**config.mk**
```make
export PLATFORM = sky130hd
export DESIGN_NAME = ppi_mirror
export DESIGN_NICKNAME = d
export VERILOG_FILES = /design/src/rtl/ppi_mirror_pkg.sv /design/src/rtl/ppi_mirror_port_c.sv /design/src/rtl/ppi_mirror.sv
export SDC_FILE = /design/constraint.sdc
export NUM_CORES = 1
export LEC_CHECK = 0
export ABC_AREA = 1
export ABC_CLOCK_PERIOD_IN_PS = 800
export BUFFER_PORTS_ARGS = -buffer_cell sky130_fd_sc_hd__buf_2
export CORE_MARGIN = 2
export CORE_UTILIZATION = 46
export CTS_BUF_LIST = sky130_fd_sc_hd__clkbuf_8
export DETAILED_ROUTE_END_ITERATION = 8
export HOLD_SLACK_MARGIN = 0.05
export PLACE_DENSITY_LB_ADDON = 0.25
export SLEW_MARGIN = 20
export SYNTH_ARGS = -nofsm -noshare
export SYNTH_HDL_FRONTEND = slang
export SYNTH_HIERARCHICAL = 1
export SYNTH_SLANG_ARGS = --single-unit
export TNS_END_PERCENT = 5
```
**constraint.sdc**
```tcl
create_clock -name clk -period 0.8 [get_ports clk]
set_input_delay 0.12 -clock clk [delete_from_list [all_inputs] [get_ports clk]]
set_output_delay 0.12 -clock clk [all_outputs]
set_load 0.02 [all_outputs]
```
**src/rtl/ppi_mirror_pkg.sv**
```systemverilog
// Shared constants and types for the MSX PPI write mirror.
// Holds the port addresses, reset values, Port C bit positions and the address decoder.
package ppi_mirror_pkg;

  localparam logic [7:0] PPI_PORT_A = 8'hA8;
  localparam logic [7:0] PPI_PORT_B = 8'hA9;
  localparam logic [7:0] PPI_PORT_C = 8'hAA;
  localparam logic [7:0] PPI_CTRL   = 8'hAB;

  localparam logic [7:0] PRIMARY_SLOT_RST = 8'h00;
  localparam logic [7:0] PORT_C_RST       = 8'h00;

  localparam int MOTOR_OFF    = 4;
  localparam int CAS_WRITE    = 5;
  localparam int CAPS_LED_OFF = 6;
  localparam int CLICK_SOUND  = 7;

  typedef enum logic [2:0] {
    SEL_NONE,
    SEL_PORT_A,
    SEL_PORT_B,
    SEL_PORT_C,
    SEL_CTRL
  } ppi_sel_e;

  // Only the low address byte takes part in I/O decode.
  function automatic ppi_sel_e decode_port(input logic [7:0] addr);
    ppi_sel_e sel;
    case (addr)
      PPI_PORT_A: sel = SEL_PORT_A;
      PPI_PORT_B: sel = SEL_PORT_B;
      PPI_PORT_C: sel = SEL_PORT_C;
      PPI_CTRL:   sel = SEL_CTRL;
      default:    sel = SEL_NONE;
    endcase
    return sel;
  endfunction

endpackage

```
**src/rtl/ppi_mirror_port_c.sv**
```systemverilog
// Port C shadow register: full-byte write from 0xAA and single-bit set/reset from 0xAB.
// A control word with bit 7 set is a mode word and leaves the register untouched.
module ppi_mirror_port_c
  import ppi_mirror_pkg::*;
(
  input  logic       clk,
  input  logic       n_reset,
  input  logic       i_wr_full,
  input  logic       i_wr_bsr,
  input  logic [7:0] i_data,
  output logic [7:0] o_port_c
);

  logic [7:0] r_port_c;
  logic [7:0] w_port_c_nxt;

  always_comb begin
    w_port_c_nxt = r_port_c;
    if (i_wr_full) begin
      w_port_c_nxt = i_data;
    end else if (i_wr_bsr && !i_data[7]) begin
      w_port_c_nxt[i_data[3:1]] = i_data[0];
    end
  end

  always_ff @(posedge clk or negedge n_reset) begin
    if (!n_reset) begin
      r_port_c <= PORT_C_RST;
    end else begin
      r_port_c <= w_port_c_nxt;
    end
  end

  assign o_port_c = r_port_c;

endmodule

```
**src/rtl/ppi_mirror.sv**
```systemverilog
// Write-only mirror of the MSX 8255 PPI: snoops I/O writes to Port A and Port C.
// Define PPI_MIRROR_BSR_EN to honour bit set/reset writes to the control port (0xAB).
module ppi_mirror
  import ppi_mirror_pkg::*;
(
  input  logic        clk,
  input  logic        n_reset,
  input  logic [15:0] bus_address,
  output logic        bus_io_cs,
  output logic        bus_memory_cs,
  input  logic [7:0]  bus_write_data,
  input  logic        bus_read,
  input  logic        bus_write,
  input  logic        bus_io,
  input  logic        bus_memory,
  output logic [7:0]  primary_slot,
  output logic [3:0]  key_matrix_row,
  output logic        motor_off,
  output logic        cas_write,
  output logic        caps_led_off,
  output logic        click_sound,
  input  logic [7:0]  key_matrix_column
);

  logic       w_io_wr;
  ppi_sel_e   w_sel;
  logic       w_wr_a;
  logic       w_wr_c;
  logic       w_wr_bsr;
  logic [7:0] w_port_c;
  logic [7:0] r_primary_slot;
  logic       w_unused;

  assign bus_io_cs     = 1'b1;
  assign bus_memory_cs = 1'b0;

  assign w_io_wr = bus_write & bus_io & ~bus_memory;
  assign w_sel   = decode_port(bus_address[7:0]);
  assign w_wr_a  = w_io_wr && (w_sel == SEL_PORT_A);
  assign w_wr_c  = w_io_wr && (w_sel == SEL_PORT_C);

`ifdef PPI_MIRROR_BSR_EN
  assign w_wr_bsr = w_io_wr && (w_sel == SEL_CTRL);
`else
  assign w_wr_bsr = 1'b0;
`endif

  always_ff @(posedge clk or negedge n_reset) begin
    if (!n_reset) begin
      r_primary_slot <= PRIMARY_SLOT_RST;
    end else if (w_wr_a) begin
      r_primary_slot <= bus_write_data;
    end
  end

  ppi_mirror_port_c u_port_c (
    .clk       (clk),
    .n_reset   (n_reset),
    .i_wr_full (w_wr_c),
    .i_wr_bsr  (w_wr_bsr),
    .i_data    (bus_write_data),
    .o_port_c  (w_port_c)
  );

  assign primary_slot   = r_primary_slot;
  assign key_matrix_row = w_port_c[3:0];
  assign motor_off      = w_port_c[MOTOR_OFF];
  assign cas_write      = w_port_c[CAS_WRITE];
  assign caps_led_off   = w_port_c[CAPS_LED_OFF];
  assign click_sound    = w_port_c[CLICK_SOUND];

  // Read strobe, Port B key data and the high address byte have no function here.
  assign w_unused = ^{bus_read, key_matrix_column, bus_address[15:8]};

endmodule

```
==> results.md <==
* Status: complete, but fails checks
* Failing checks: negative setup slack
* Synth top area cells: dfrtp_1, nand2_1, nand3_1, nor2_8, inv_1
* Worst-path fanout max at 2
* Footprint of the multi-input gates at 616.8 µm²
* Final hold viol count at 0
* Avg Cell Area, Syn at 6.935 µm²
* CP arrival at 0.81 ns
* Family with the most delay on the worst path: flip-flops
* WL met3 at 126 µm
* Library cells used by synthesis at 21
* GRT Residual Overflow at 0
* Initial DRT Pass Iterations at 5
* Yosys reg bits at 16
* Ant. Diodes at 0
* Period utilisation layout at 1.157
* Clock Tree Buf Depth at 2
* Core Box Area at 2191 µm²
* Cell Chain, Critical Path: buf_2
* CP max stage delay at 0.39 ns
* Detail Placement HPWL at 2.005 mm
* Max-slew violations at 0
* Starting Density at 0.4780
* Num CTS Buffers at 3
* Crit Path Category: register to primary output
* M1 WL at 1.089 mm
* Share of layout cells above drive strength 1 at 0.4408
* Full die area at 2674 µm²
* Final hold slack at 0.1346 ns
* CTS tree: built
* Synthesis-to-finish area growth at 52.69%
* TritonCTS Sinks at 16
* Pre-CTS setup slack at -0.3907 ns
* Skew final at 0 ns
* Vias at 1148
* Tot Pwr at 2.113 mW
* Largest net degree at the start of global routing at 17
* Post-Syn Area at 1047 µm²
* Tot GR Track Use at 0.2197
* Buf/Inv on CP at 1
* Worst hold path class: primary input to register
* Worst Setup SP: u_port_c/o_port_c[6]$_DFFE_PN0P_
* IO Pins at 56
* Fill count at 163
* Vias in the first global route at 1027
* # DRC at 0
* Most frequent cells in the layout: nand2_1, buf_2, buf_4, nand3_1, dfrtp_1
* Row count at 17
* CTS H-tree depth at 1
* Placer Congestion at 0.8164
* Vert. Die Dim at 51.72 µm
* Slowest cell on crit path: dfrtp_1
* First-pass GRT wire length at 4.305 mm
* WL final at 2.684 mm
* Vias per inst at 4.803
* HP Start: bus_write_data[6]
* Final Non-Filler Cells at 239
* DIE WIDTH at 51.72 µm
* Share of the synthesized area in the top cell type at 0.3823
* Clk Latency, worst-skew pair at 0.25 ns
* Highest clock rate at 1080 MHz
* Drt wl/cell at 11.23 µm
* Worst EP required at 0.68 ns
* Top Metal Used: met4
* Setup slack after layout at -0.1260 ns
* IO buf count at 36
* Met2 routed WL at 1.435 mm
* Placed cells at 230
* Register area at 400.4 µm²
* Root Driver: clkbuf_8
* Final critical-path required period at 0.9260 ns
* Max Cap Viol at 0
* NumNets Final at 250
* CP endpoint kind: primary output
* Detailed Route Iter0 Violations at 32
* Commonest non-fill, non-tap cell in the layout: nand2_1
* RR Startpoint: u_port_c/o_port_c[0]$_DFFE_PN0P_
* Leak at 0.9618 nW
* Synthesis warning total at 6
* # setup viols final at 24
* Clock Pin Slew Worst Setup and Hold Paths at 0.07 ns
* Sequential area share after synthesis at 0.3823
* RSZ-0062 raised after global routing: true
* Maximum vdd drop at 1179 µV
* Mapped Cells at 151
* Pwr dens at 1322 nW/µm²
* Initial antenna violation count at 0
* CP Launch Type: register
* Antenna-violating nets left at 0
* Yosys top cell by area: dfrtp_1
-- synth_stat cells --
library cell	n
buf_4	3
nand2_1	64
nor2_8	2
nor2_4	1
buf_6	1
nand3_1	26
nand3_2	1
inv_1	10
inv_4	1
nand4_1	1
dfrtp_1	16
nor2_1	5
conb_1	2
nor3_1	2
nand3_4	1
a21boi_1	1
o21ai_0	1
buf_2	1
nor2_2	4
nand2_2	2
inv_2	6
-- cell families (layout without fill, tap and decap cells) --
| logic type | count (synthesis) | after routing | share of synthesized area |
|---|---|---|---|
| AND/OR/NAND/NOR | 109 | 109 | 0.4982 |
| buffers and inverters | 22 | 80 | 0.1004 |
| flip-flops | 16 | 16 | 0.3823 |
| other | 2 | 4 | 0.007171 |
| AO/OA/AOI/OAI | 2 | 2 | 0.01195 |
-- metal layers --
| metal | track usage | vias up |
|---|---|---|
| li1 | - | 585 |
| met1 | 0.2482 | 523 |
| met2 | 0.3996 | 36 |
| met3 | 0.03448 | 4 |
| met4 | 0.1053 | 0 |
| met5 | 0 | - |
-- registers in the layout, summed over array words and instances (netlist names) --
name and count:
u_port_c/o_port_c 8, primary_slot 8
-- repair_timing --
| item | in CTS | in global routing |
|---|---|---|
| setup endpoints to repair | 24 | 24 |
| pin swaps | 1 | 0 |
| hold buffers | 1 | 0 |
| buffers inserted | 4 | 0 |
| hold endpoints to repair | 16 | 0 |
| resized for setup | 5 | 8 |
-- stage by stage --
step	area (µm²)	TNS, ns	utilization
after floorplan	1125	-1.197	-
after global placement	1459	-3.934	0.6659
after detailed placement	1459	-4.276	0.6659
after CTS	1569	-2.789	0.7162
after global routing	1599	-3.604	0.7299
final	1599	-2.627	0.7299
-- worst paths after layout --
check	endpoint	depth (start not counted)	slack, ns
setup reg to reg	u_port_c/o_port_c[0]$_DFFE_PN0P_	4	0.03
max in group asynchronous	primary_slot[0]$_DFFE_PN0P_	2	0.20
hold / removal	primary_slot[6]$_DFFE_PN0P_	3	0.13
setup / recovery	caps_led_off	1	-0.13
min in group asynchronous	u_port_c/o_port_c[0]$_DFFE_PN0P_	2	0.32
hold reg to reg	primary_slot[5]$_DFFE_PN0P_	2	0.47
-- where the power goes --
group          internal [mW]  switching (mW)  leakage (nW)
clock network          0.437           0.292        0.0288
registers              0.854          0.0304         0.217
logic                  0.211           0.289         0.716
-- cell type report --
cell class / count / share of cell area
sequential: 16 / 0.2504
inverter: 17 / 0.05399
timing repair buffer: 59 / 0.2535
multi-input combinational: 115 / 0.3858
tap: 28 / 0.02191
clock buffer: 4 / 0.03443
No activity file was read; power rests on OpenSTA's default activity.
